<file path="src/rtl/div_pkg.sv">
// ---------------------------------------------------------------------------
// div_pkg
// Shared constants and types for the iterative restoring divider (div16).
//   DIV_N        default divisor/remainder width (dividend/quotient are 2N)
//   DIV_CNT_W    step-counter width for the default width
//   DIV_LATENCY  clock edges from the start edge to done for a nonzero divisor
//   state_e      controller state encoding
// ---------------------------------------------------------------------------
package div_pkg;

    localparam int unsigned DIV_N       = 16;
    localparam int unsigned DIV_CNT_W   = $clog2(2 * DIV_N);
    localparam int unsigned DIV_LATENCY = 2 * DIV_N;

    typedef enum logic {
        IDLE = 1'b0,
        RUN  = 1'b1
    } state_e;

endpackage : div_pkg

</file>
<file path="src/rtl/div16_if.sv">
// ---------------------------------------------------------------------------
// div16_if
// Start/done handshake plus operand and result buses of the divider.
//   start        1   one-cycle pulse, registers operands and begins an operation
//   dividend     2N  numerator, sampled on the start edge only
//   divisor      N   denominator, sampled on the start edge only
//   quotient     2N  result, valid while done=1
//   remainder    N   result, valid while done=1
//   div_by_zero  1   set with done when the registered divisor was 0
//   done         1   1 = idle / results valid, 0 = busy
// Modports: master drives the request side, slave is the divider itself.
// ---------------------------------------------------------------------------
interface div16_if
    import div_pkg::*;
#(
    parameter int unsigned N = DIV_N
);

    logic             start;
    logic [2*N-1:0]   dividend;
    logic [N-1:0]     divisor;
    logic [2*N-1:0]   quotient;
    logic [N-1:0]     remainder;
    logic             div_by_zero;
    logic             done;

    modport master (
        output start, dividend, divisor,
        input  quotient, remainder, div_by_zero, done
    );

    modport slave (
        input  start, dividend, divisor,
        output quotient, remainder, div_by_zero, done
    );

endinterface : div16_if

</file>
<file path="src/rtl/div_step.sv">
// ---------------------------------------------------------------------------
// div_step
// One restoring shift-subtract step, purely combinational.
//   rem_i       N   partial remainder before the step (always < dsr_i)
//   msb_i       1   next dividend bit shifted in
//   dsr_i       N   divisor
//   rem_next_o  N   partial remainder after the step
//   qbit_o      1   quotient bit produced by the step
// ---------------------------------------------------------------------------
module div_step
    import div_pkg::*;
#(
    parameter int unsigned N = DIV_N
) (
    input  logic [N-1:0] rem_i,
    input  logic         msb_i,
    input  logic [N-1:0] dsr_i,
    output logic [N-1:0] rem_next_o,
    output logic         qbit_o
);

    // Trial value needs N+1 bits: the shifted remainder can reach 2*dsr-1.
    logic [N:0]   trial;
    logic [N-1:0] trial_lo;

    assign trial    = {rem_i, msb_i};
    assign trial_lo = {rem_i[N-2:0], msb_i};
    assign qbit_o   = (trial >= {1'b0, dsr_i});

    // When the subtraction happens the true difference is below dsr_i, so it
    // fits in N bits and modulo-2^N arithmetic on the low bits is exact.
    assign rem_next_o = qbit_o ? (trial_lo - dsr_i) : trial_lo;

endmodule : div_step

</file>
<file path="src/rtl/div16.sv">
// ---------------------------------------------------------------------------
// div16
// Unsigned iterative divider: 2N-bit dividend / N-bit divisor -> 2N-bit
// quotient and N-bit remainder, one quotient bit per clock (restoring
// algorithm). done rises exactly 2N edges after the start edge, or one edge
// after it when the divisor is zero.
//   clk     1  clock, rising edge
//   resetb  1  synchronous active-low reset
//   bus     div16_if.slave  start/done handshake, operands and results
// ---------------------------------------------------------------------------
module div16
    import div_pkg::*;
#(
    parameter int unsigned N = DIV_N
) (
    input  logic  clk,
    input  logic  resetb,
    div16_if.slave bus
);

    localparam int unsigned          CNT_W    = $clog2(2 * N);
    localparam logic [CNT_W-1:0]     CNT_LAST = CNT_W'(2 * N - 1);

    state_e           state_q;
    logic [2*N-1:0]   dvd_q;        // dividend, shifted left one bit per step
    logic [N-1:0]     dsr_q;
    logic [N-1:0]     rem_q;        // partial remainder; the step's extra bit is transient
    logic [2*N-2:0]   quo_q;        // quotient bits so far; the last bit goes straight out
    logic [CNT_W-1:0] cnt_q;
    logic [2*N-1:0]   quotient_q;
    logic [N-1:0]     remainder_q;
    logic             dbz_q;
    logic             done_q;

    logic [N-1:0]     rem_next;
    logic             qbit;

    div_step #(.N(N)) u_step (
        .rem_i      (rem_q),
        .msb_i      (dvd_q[2*N-1]),
        .dsr_i      (dsr_q),
        .rem_next_o (rem_next),
        .qbit_o     (qbit)
    );

    // Results live in their own registers so they only move on completion,
    // start or reset, never while the working registers iterate.
    // NOTE: state is written with <= so every register samples the values from
    // before this edge; blocking = here would chain updates within one edge.
    always_ff @(posedge clk) begin
        if (!resetb) begin
            state_q     <= IDLE;
            dvd_q       <= '0;
            dsr_q       <= '0;
            rem_q       <= '0;
            quo_q       <= '0;
            cnt_q       <= '0;
            quotient_q  <= '0;
            remainder_q <= '0;
            dbz_q       <= 1'b0;
            done_q      <= 1'b1;
        end else if (bus.start) begin
            // Start wins in any state, so a start during RUN restarts cleanly.
            state_q     <= RUN;
            dvd_q       <= bus.dividend;
            dsr_q       <= bus.divisor;
            rem_q       <= '0;
            quo_q       <= '0;
            cnt_q       <= '0;
            quotient_q  <= '0;
            remainder_q <= '0;
            dbz_q       <= 1'b0;
            done_q      <= 1'b0;
        end else if (state_q == RUN) begin
            if (dsr_q == '0) begin
                quotient_q  <= '1;
                remainder_q <= dvd_q[N-1:0];
                dbz_q       <= 1'b1;
                done_q      <= 1'b1;
                state_q     <= IDLE;
            end else begin
                dvd_q <= dvd_q << 1;
                rem_q <= rem_next;
                quo_q <= {quo_q[2*N-3:0], qbit};
                cnt_q <= cnt_q + 1'b1;
                if (cnt_q == CNT_LAST) begin
                    quotient_q  <= {quo_q, qbit};
                    remainder_q <= rem_next;
                    done_q      <= 1'b1;
                    state_q     <= IDLE;
                end
            end
        end
    end

    assign bus.quotient    = quotient_q;
    assign bus.remainder   = remainder_q;
    assign bus.div_by_zero = dbz_q;
    assign bus.done        = done_q;

endmodule : div16

</file>
<file path="src/flat_wrapper.sv">
// flat-port wrapper written by rule: the top's interface ports become plain ports
module div16_flat import div_pkg::*;
#(
    parameter int unsigned N = DIV_N
)
  (clk, resetb, bus_start, bus_dividend, bus_divisor, bus_quotient, bus_remainder, bus_div_by_zero, bus_done);
  div16_if #(.N(N)) bus_i ();
  input  logic clk;
  input  logic resetb;
  input wire logic [$bits(bus_i.start)-1:0] bus_start;
  input wire logic [$bits(bus_i.dividend)-1:0] bus_dividend;
  input wire logic [$bits(bus_i.divisor)-1:0] bus_divisor;
  output wire logic [$bits(bus_i.quotient)-1:0] bus_quotient;
  output wire logic [$bits(bus_i.remainder)-1:0] bus_remainder;
  output wire logic [$bits(bus_i.div_by_zero)-1:0] bus_div_by_zero;
  output wire logic [$bits(bus_i.done)-1:0] bus_done;
  assign bus_i.start = bus_start;
  assign bus_i.dividend = bus_dividend;
  assign bus_i.divisor = bus_divisor;
  assign bus_quotient = bus_i.quotient;
  assign bus_remainder = bus_i.remainder;
  assign bus_div_by_zero = bus_i.div_by_zero;
  assign bus_done = bus_i.done;
  div16 #(.N(N)) u_core (.clk(clk), .resetb(resetb), .bus(bus_i));
endmodule
</file>
<file path="config.mk">
export PLATFORM = sky130hd
export DESIGN_NAME = div16_flat
export DESIGN_NICKNAME = d
export VERILOG_FILES = /design/src/rtl/div_pkg.sv /design/src/rtl/div16_if.sv /design/src/rtl/div_step.sv /design/src/rtl/div16.sv /design/src/flat_wrapper.sv
export SDC_FILE = /design/constraint.sdc
export NUM_CORES = 1
export LEC_CHECK = 0
export BUFFER_PORTS_ARGS = -buffer_cell sky130_fd_sc_hd__buf_2
export CAP_MARGIN = 20
export CELL_PAD_IN_SITES_DETAIL_PLACEMENT = 0
export CELL_PAD_IN_SITES_GLOBAL_PLACEMENT = 1
export CORE_ASPECT_RATIO = 1.75
export CORE_UTILIZATION = 30
export DETAILED_ROUTE_END_ITERATION = 6
export PLACE_DENSITY_LB_ADDON = 0.1
export SYNTH_ARGS = -nofsm -noshare
export SYNTH_HDL_FRONTEND = slang
export SYNTH_SLANG_ARGS = --single-unit
</file>
<file path="constraint.sdc">
create_clock -name clk -period 2.85 [get_ports clk]
set_input_delay 0.57 -clock clk [delete_from_list [all_inputs] [get_ports clk]]
set_output_delay 0.57 -clock clk [all_outputs]
set_load 0.02 [all_outputs]
</file>
* Word-level counts from Yosys, hierarchy flattened
Cells that the tools add are included.
Word-level totals: output and inout bits 50, register bits after elaboration 151, input port bits 51
Cells by class: eq/ne operators 2, mux-type cells 16, order comparisons 1, reduce and logical (&&, ||, !) cells 10, add/sub/neg operators 2, bitwise logic cells 2
Operators with widths (number):
- 2-to-1 mux 32 bit | 5
- 2-to-1 mux 16 bit | 3
- >= comparator 17 x 16 -> 1 bit | 1
- zero test 16 bit | 1
- subtractor 16 bit | 1
- AND reduction 2 bit | 5
- 2-to-1 mux 1 bit | 8
- adder 5 x 1 -> 5 bit, second input constant | 1
- == test 5 bit, second input constant | 1
- nonzero test 2 bit | 2
- nonzero test 3 bit | 1
- != test 2 bit, second input constant | 1
- NOT 1 bit | 2
- OR reduction 2 bit | 1

* Depth between registers and ports, before layout
Gate-level depths: netlist (run 1).
depth after elaboration 5, depth in mapped cells 13, depth with buffers taken out 12

* Cells and area by module
From an unflattened synthesis (run 1), not the netlist that was laid out.
Unflattened totals: cell total of the unflattened synthesis 783, area total of the unflattened synthesis 6866.6 sq um
Modules (own cells, without submodules):
- div16 | area an instance 5701.7 sq um, sequential area each 3022.9 sq um, cells an instance 627, times used 1
- div_step | area an instance 1164.9 sq um, sequential area each 0.0 sq um, cells an instance 156, times used 1

* Worst setup path before layout (run 1)
OpenSTA, ideal clock, no wires.
path type reg2reg, from register u_core.dvd_q[31], to register u_core.remainder_q[12] (netlist: u_core.bus.remainder[12]), arrival time 2422 ps, setup time 67 ps, slack 361 ps, stages on the path, launching flop included 13, data required time 2783 ps, path buffers 0, period minus slack after synthesis 2489 ps, cells stage by stage dfxtp_1 inv_1 ha_1 inv_1 fa_1 a21o_1 a221oi_2 a21oi_2 and3_4 a2111oi_2 mux2i_1 a21o_1 a21oi_2
On the way: word-level cells in the longest chain between the ends 4, elaborated cells between the ends (all ways) 5, those cells by class add/sub: 1; order compare: 1; mux: 3
RTL lines:
- from (decl) | RTL line div16.sv:25 | logic [2*N-1:0] dvd_q;
- from (signal assigned) | RTL line div16.sv:65 | dvd_q <= bus.dividend;
- from (signal assigned) | RTL line div16.sv:82 | dvd_q <= dvd_q << 1;
- subtractor 16 bit or >= comparator 17 x 16 -> 1 bit (tied branches) | RTL line div_step.sv:32, div_step.sv:28
- 2-to-1 mux 16 bit (*) | RTL line div_step.sv:32 | assign rem_next_o = qbit_o ? (trial_lo - dsr_i) : trial_lo;
- 2-to-1 mux 16 bit (*) | RTL line div16.sv:86 | if (cnt_q == CNT_LAST) begin
- 2-to-1 mux 16 bit (*) | RTL line div16.sv:75 | if (dsr_q == '0) begin
- to (signal assigned) | RTL line div16.sv:77 | remainder_q <= dvd_q[N-1:0];
- to (signal assigned) | RTL line div16.sv:88 | remainder_q <= rem_next;
- to (decl) | RTL line div16.sv:31 | logic [N-1:0] remainder_q;
Every way passes the cells marked *; elsewhere a longest branch is shown, timed or not. The select of a mux whose other input is x is not followed. A chain may end at the register's enable or synchronous reset.

* Worst setup path in the final report (run 1)
Same ends and word-level chain as after synthesis.

==> results by group, run 1 <==
Outcome
  – Status: complete, no violations

Synthesis
  – Ys Warns: 0
  – Post-synthesis sequential area ratio: 43.7%
  – Mapped Avg Cell Area: 7.99 sq um
  – Synthesized instance count: 865
  – Synth top area share: 43.7%
  – Synth area leader: dfxtp_1
  – Synth top area cells: dfxtp_1 44%, a21oi_1 9.6%, nand2_1 8.1%
  – Netlist cell types: 53
  – Cell area after synthesis: 0.00691 sq mm
  – #FFs+latches synth: 151
  – Syn_nets: 935

Die
  – # rows: 73
  – Die width: 117 microns
  – Core Footprint: 0.0227 sq mm
  – Die area: 0.0237 sq mm
  – Initial core utilization: 30.5%
  – Io pins: 101
  – Die H: 203 microns

Placement
  – IO buf count: 100
  – Detailed placement HPWL: 13.3 mm
  – DP Area: 0.00783 sq mm
  – Dpl cells: 1231
  – Global placement routability congestion: 0.824

Finish
  – Fill cells: 2513
  – Diode count: 0
  – Post-route insts no fill: 1264
  – Layout Utilization: 37.6%
  – Commonest non-fill, non-tap cell in the layout: dfxtp_1
  – Share of layout cells above drive strength 1: 19.1%
  – Layout Area Growth over Synthesis: 23.2%
  – Most frequent cells in the layout: 151 x dfxtp_1, 149 x nand2_1, 131 x a21oi_1
  – Fin area: 0.00852 sq mm
  – Final Net Count: 1021

Timing
  – Max Fclk: 370 MHz
  – Final worst path period share: 94.8%
  – Max-Slew Margin vs Limit: 39.7%
  – Worst-Margin Slew: 0.901 ns
  – Hold Vio Cnt, Final: 0
  – Crit path time final: 2.70 ns
  – Setup TNS: 0 ns
  – Max Clock Skew: 0.00799 ns
  – # setup viols final: 0
  – Slew Viols, Final: 0
  – RSZ-0062 raised after global routing: true

Clock tree
  – Hold_buf cts: 0
  – Clock slew at reported path FFs: 0.06 ns
  – Worst-Skew Late Latency: 0.43 ns
  – Cts bufs inserted: 17
  – H-tree levels: 4
  – CTS Root Cell: clkbuf_16
  – CTS Buffer Depth: 2
  – Clock sink count: 151
  – CTS tree: built

Setup path
  – Startpoint types: flip-flop
  – CP max FO: 5
  – Worst Setup Path Type: reg -> reg
  – FF-to-FF setup slack: 0.15 ns
  – R2R Path Start: u_core.dvd_q[31]
  – R2R depth: 12
  – Worst r2r dst: u_core.bus.remainder[12]
  – WP data arrival: 3.06 ns
  – Crit path required time: 3.21 ns
  – CP Capture Type: flip-flop

Min path
  – Worst hold endpoint: u_core.dvd_q[23]
  – Hold path start: bus_dividend[23]
  – Hold depth: 3
  – Hold Path Class: in -> reg

GRT
  – First-pass GRT wire length: 31.6 mm
  – Vias in the first global route: 6139
  – Largest net degree at the start of global routing: 84
  – Global Route Usage Sum: 17.5%
  – Remaining global-route overflow: 0
  – Initial antenna violation count: 0

Detailed routing
  – Uppermost layer routed: met4
  – DR iter-0 viols: 306
  – Number of vias per cell: 4.79
  – M1 wire length: 8.02 mm
  – DRC viols: 0
  – Final WL: 19.4 mm
  – Routed Antenna Nets: 0
  – DR pass1 iterations: 4
  – Routed WL per cell: 15.4 microns
  – WL met2: 10.4 mm
  – Wire length on met3: 653 microns
  – Via count: 6056

Pwr
  – Clock Power Share: 44.7%
  – Static Leak: 3.37 nW
  – Share of power burned in registers: 39.3%
  – Peak supply drop: 0.000372 V
  – Total power: 0.00563 W
  – Switching share of power: 25.9%
  – Sw Pwr: 0.00146 W
  – PwrDens: 661 mW/mm^2
  – Combinational cell fraction of total power: 15.9%
  – Internal Power: 0.00417 W

Job
  – Max cap viols: 0
## worst max path at each step
stage,startpoint,end
2_1_floorplan,u_core.dvd_q[31],u_core.bus.remainder[12]
3_3_place_gp,u_core.dvd_q[31],u_core.bus.remainder[12]
3_5_place_dp,u_core.dvd_q[31],u_core.bus.remainder[12]
4_1_cts,u_core.dvd_q[31],u_core.bus.remainder[12]
5_1_grt,u_core.dsr_q[1],u_core.bus.remainder[11]
6_report,u_core.dvd_q[31],u_core.bus.remainder[12]
## layer usage
metal,vias to the layer above,GRT usage (%)
met5,-,0
met4,0,6.37
met3,20,3.91
met2,102,32.2
met1,2807,19.1
li1,3127,-
## power groups by stage
| stage | combinational [W] | sequential (W) | clock [W] |
|---|---|---|---|
| 2_1_floorplan | 0.000616 | 0.00226 | 0 |
| 3_3_place_gp | 0.000886 | 0.00226 | 0 |
| 3_5_place_dp | 0.000885 | 0.00226 | 0 |
| 4_1_cts | 0.000889 | 0.00222 | 0.00259 |
| 5_1_grt | 0.000993 | 0.00222 | 0.00267 |
| 6_report | 0.000898 | 0.00222 | 0.00252 |
## through the flow
stage               setup slack, ns  hold slack, ns
floorplan                     0.361           0.437
global placement             0.0948           0.448
detailed placement           0.0723           0.451
CTS                          0.0508           0.361
global route                -0.0398           0.384
finish                        0.149           0.384
## flip-flops by register name (all words and copies together) (netlist names)
signal / count
u_core.dsr_q: 16
u_core.rem_q: 16
u_core.cnt_q: 5
u_core.bus.remainder: 16
u_core.bus.div_by_zero: 1
u_core.quo_q: 31
u_core.dvd_q: 32
u_core.state_q: 1
u_core.bus.quotient: 32
u_core.bus.done: 1
## cells by family after synthesis
kind of cell	count (synthesis)	share of synthesized area, %
and+or+nand+nor	352	23.2
AOI/OAI and AO/OA	212	18.0
DFF	151	43.7
buffers and inverters	86	5.16
muxes	31	4.54
adders and majority gates	19	3.55
xor gates and xnor gates	14	1.77
## area by class of cell
cell class	count	area [sq um]	area share (%)
Tap cell	300	375	4.41
Multi-Input combinational cell	628	3590	42.1
Timing Repair Buffer	132	807	9.47
Clock inverter	8	168	1.97
Sequential cell	151	3020	35.5
Inverter	21	78.8	0.925
Clock buffer	24	482	5.65
## synthesized netlist by cell type, drive strengths merged
library cell  number
or3                1
a21oi            134
nor2              57
a41oi              1
inv               21
a211o              1
mux2i             28
o31a               1
and3               6
a211oi            10
mux2               3
nor4               4
clkbuf            48
o21a               4
a31oi              1
o211a              1
and4               1
o31ai              1
dfxtp            151
o311a              1
a31o               6
o21ai             25
a22oi              1
xnor2              9
a21o               9
fa                 1
buf               17
nand4              4
a2111oi            4
o21bai             2
o211ai             8
nand2b             2
xor2               5
nor3b              1
or2                2
ha                18
nor3              66
a221oi             2
nand2            150
nor2b             49
and2               4
nand3              5
## what timing repair did
action / in CTS / in global routing
setup buffers: 0 / 1
resized for setup: 0 / 7
endpoints found under the setup margin: 0 / 6
## worst max-delay path, cell delays in order, from the launching register on
cell and delay [ns]:
dfxtp_1 0.31, inv_1 0.07, ha_1 0.16, inv_1 0.05
fa_1 0.41, a21o_1 0.22, a221oi_4 0.33, a21oi_4 0.15
and3_4 0.20, a2111oi_2 0.28, mux2i_1 0.15, a21o_1 0.21
a21oi_2 0.09
Power figures use the tool's default switching activity.
==> inputs of run 2 (changes only) <==
--- a/config.mk
+++ b/config.mk
@@ -7,12 +7,14 @@
 export LEC_CHECK = 0
 export BUFFER_PORTS_ARGS = -buffer_cell sky130_fd_sc_hd__buf_2
 export CAP_MARGIN = 20
-export CELL_PAD_IN_SITES_DETAIL_PLACEMENT = 0
+export CELL_PAD_IN_SITES_DETAIL_PLACEMENT = 1
 export CELL_PAD_IN_SITES_GLOBAL_PLACEMENT = 1
 export CORE_ASPECT_RATIO = 1.75
 export CORE_UTILIZATION = 30
 export DETAILED_ROUTE_END_ITERATION = 6
+export GPL_TIMING_DRIVEN = 0
 export PLACE_DENSITY_LB_ADDON = 0.1
+export SLEW_MARGIN = 20
 export SYNTH_ARGS = -nofsm -noshare
 export SYNTH_HDL_FRONTEND = slang
 export SYNTH_SLANG_ARGS = --single-unit
==> run 2 against run 1 <==
Setup slack got worse by 0.074 ns; register-to-register slack got worse by 0.07 ns; critical endpoint is now u_core.bus.remainder[9]; combinational power rose by 8.2%; critical path type unchanged; flip-flop and latch count did not move; sequential share of layout area fell by 0.090 points; critical path depth fell by 5.
==> results by group, run 2 (synthesized netlist as in run 1, its figures left out) <==
Timing
  – Max-Slew Margin vs Limit: 44.7%
  – Hold Vio Cnt, Final: 0
  – Max Fclk: 360 MHz
  – # setup viols final: 0
  – Max Clock Skew: 0.00804 ns
  – Setup TNS: 0 ns
  – Final worst path period share: 97.4%
  – Slew Viols, Final: 0
  – Worst-Margin Slew: 0.829 ns
  – Crit path time final: 2.77 ns

Setup path
  – Worst path max stage delay: 0.63 ns
  – Crit-path cells: nor4_1 -> and4_1 -> o21a_1 -> clkbuf_1 -> o21ai_0 -> a21o_1 -> a21oi_1
  – Crit path required time: 3.21 ns
  – CP delay by family, top: simple AND/OR/NAND/NOR gates
  – CP max FO: 10
  – WP data arrival: 3.13 ns
  – CP Capture Type: flip-flop
  – WP buf/inv: 1
  – Worst Setup Path Type: reg -> reg
  – Worst path slowest cell: nor4_1
  – Startpoint types: flip-flop

Pwr
  – PwrDens: 655 mW/mm^2
  – Static Leak: 3.32 nW
  – Total power: 0.00560 W
  – Peak supply drop: 0.000298 V

Placement
  – IO buf count: 100
  – Global placement routability congestion: 0.846
  – Detailed placement HPWL: 17.5 mm

Finish
  – Diode count: 0
  – Share of layout cells above drive strength 1: 18.4%
  – Layout Area Growth over Synthesis: 23.7%
  – Commonest non-fill, non-tap cell in the layout: nand2_1
  – Most frequent cells in the layout: 150 x nand2_1, 149 x dfxtp_1, 131 x a21oi_1
  – Multi-input logic area: 0.00362 sq mm
  – Storage element area: 0.00303 sq mm
  – Fill cells: 2826
  – Layout Utilization: 37.7%
  – Final Net Count: 1060

Clock tree
  – Worst-Skew Late Latency: 0.43 ns
  – Hold_buf cts: 0
  – H-tree levels: 4
  – CTS Buffer Depth: 2
  – CTS Root Cell: clkbuf_16
  – Cts bufs inserted: 17
  – CTS tree: built
  – Clock sink count: 151
  – Clock slew at reported path FFs: 0.06 ns

Min path
  – Hold Path Class: in -> reg

GRT
  – Global Route Usage Sum: 20.0%
  – Vias in the first global route: 6717
  – First-pass GRT wire length: 35.2 mm
  – Remaining global-route overflow: 0
  – Initial antenna violation count: 0
  – Largest net degree at the start of global routing: 17

Job
  – Max cap viols: 0

Outcome
  – Status: complete, no violations

Die
  – Die H: 203 microns
  – Initial core utilization: 30.5%
  – # rows: 73
  – Die area: 0.0237 sq mm
  – Io pins: 101
  – Core Footprint: 0.0227 sq mm
  – Die width: 117 microns

Detailed routing
  – DR pass1 iterations: 4
  – Routed WL per cell: 17.1 microns
  – Via count: 6414
  – Final WL: 22.2 mm
  – DRC viols: 0
  – Number of vias per cell: 4.93
  – Routed Antenna Nets: 0
  – DR iter-0 viols: 156
## run 2: cell type report
cell class | count | share of cell area (%)
Buffer | 65 | 3.31
Clock buffer | 22 | 5.55
Clock inverter | 9 | 1.73
Inverter | 21 | 0.922
Multi-Input combinational cell | 628 | 42.3
Sequential cell | 151 | 35.4
Tap cell | 300 | 4.39
Timing Repair Buffer | 106 | 6.38
## run 2: final timing paths
check / endpoint / slack [ns] / from / depth (start not counted)
max: u_core.bus.remainder[9] / 0.08 / u_core.dsr_q[7] / 7
min: u_core.dvd_q[24] / 0.38 / bus_dividend[24] / 3
max reg2reg: u_core.bus.remainder[9] / 0.08 / u_core.dsr_q[7] / 7
min reg2reg: u_core.bus.remainder[9] / 0.46 / u_core.bus.remainder[9] / 2
## run 2: where the power goes
group	internal, W	leakage (nW)	total (W)	switching, W
registers	0.00217	1.23	0.00222	0.0000500
clock network	0.00152	0.306	0.00241	0.000884
logic	0.000396	1.78	0.000972	0.000577
total	0.00409	3.32	0.00560	0.00151
## run 2: worst reg2reg max path, cell delays in order, from the launching register on
cell	delay, ns
dfxtp_2	0.36
nor4_1	0.63
and4_1	0.36
o21a_1	0.23
clkbuf_1	0.57
o21ai_0	0.21
a21o_1	0.23
a21oi_1	0.11
## run 2: per-layer routing
| metal | up-vias | part of all wire, % | global-route usage, % |
|---|---|---|---|
| met1 | 3078 | 37 | 19.4 |
| met5 | - | 0 | 0 |
| met2 | 109 | 57 | 39.4 |
| li1 | 3201 | - | - |
| met3 | 26 | 3.1 | 4.03 |
| met4 | 0 | 2.6 | 8.36 |
## run 2: timing repair
item / in CTS / in global routing
buffers inserted: 2 / 4
pin swaps: 1 / 4
resized for setup: 6 / 20
endpoints found under the setup margin: 108 / 29
## run 2: stage by stage
step / area [sq um] / instances / hold WS, ns / setup WS, ns
floorplan: 6910 / 865 / 0.437 / 0.361
global placement: 7790 / 1265 / 0.448 / -0.539
global route: 8550 / 1302 / 0.383 / -0.0292
detailed placement: 7790 / 1265 / 0.460 / -0.534
CTS: 8450 / 1298 / 0.375 / 0.00571
finish: 8550 / 1302 / 0.385 / 0.0751
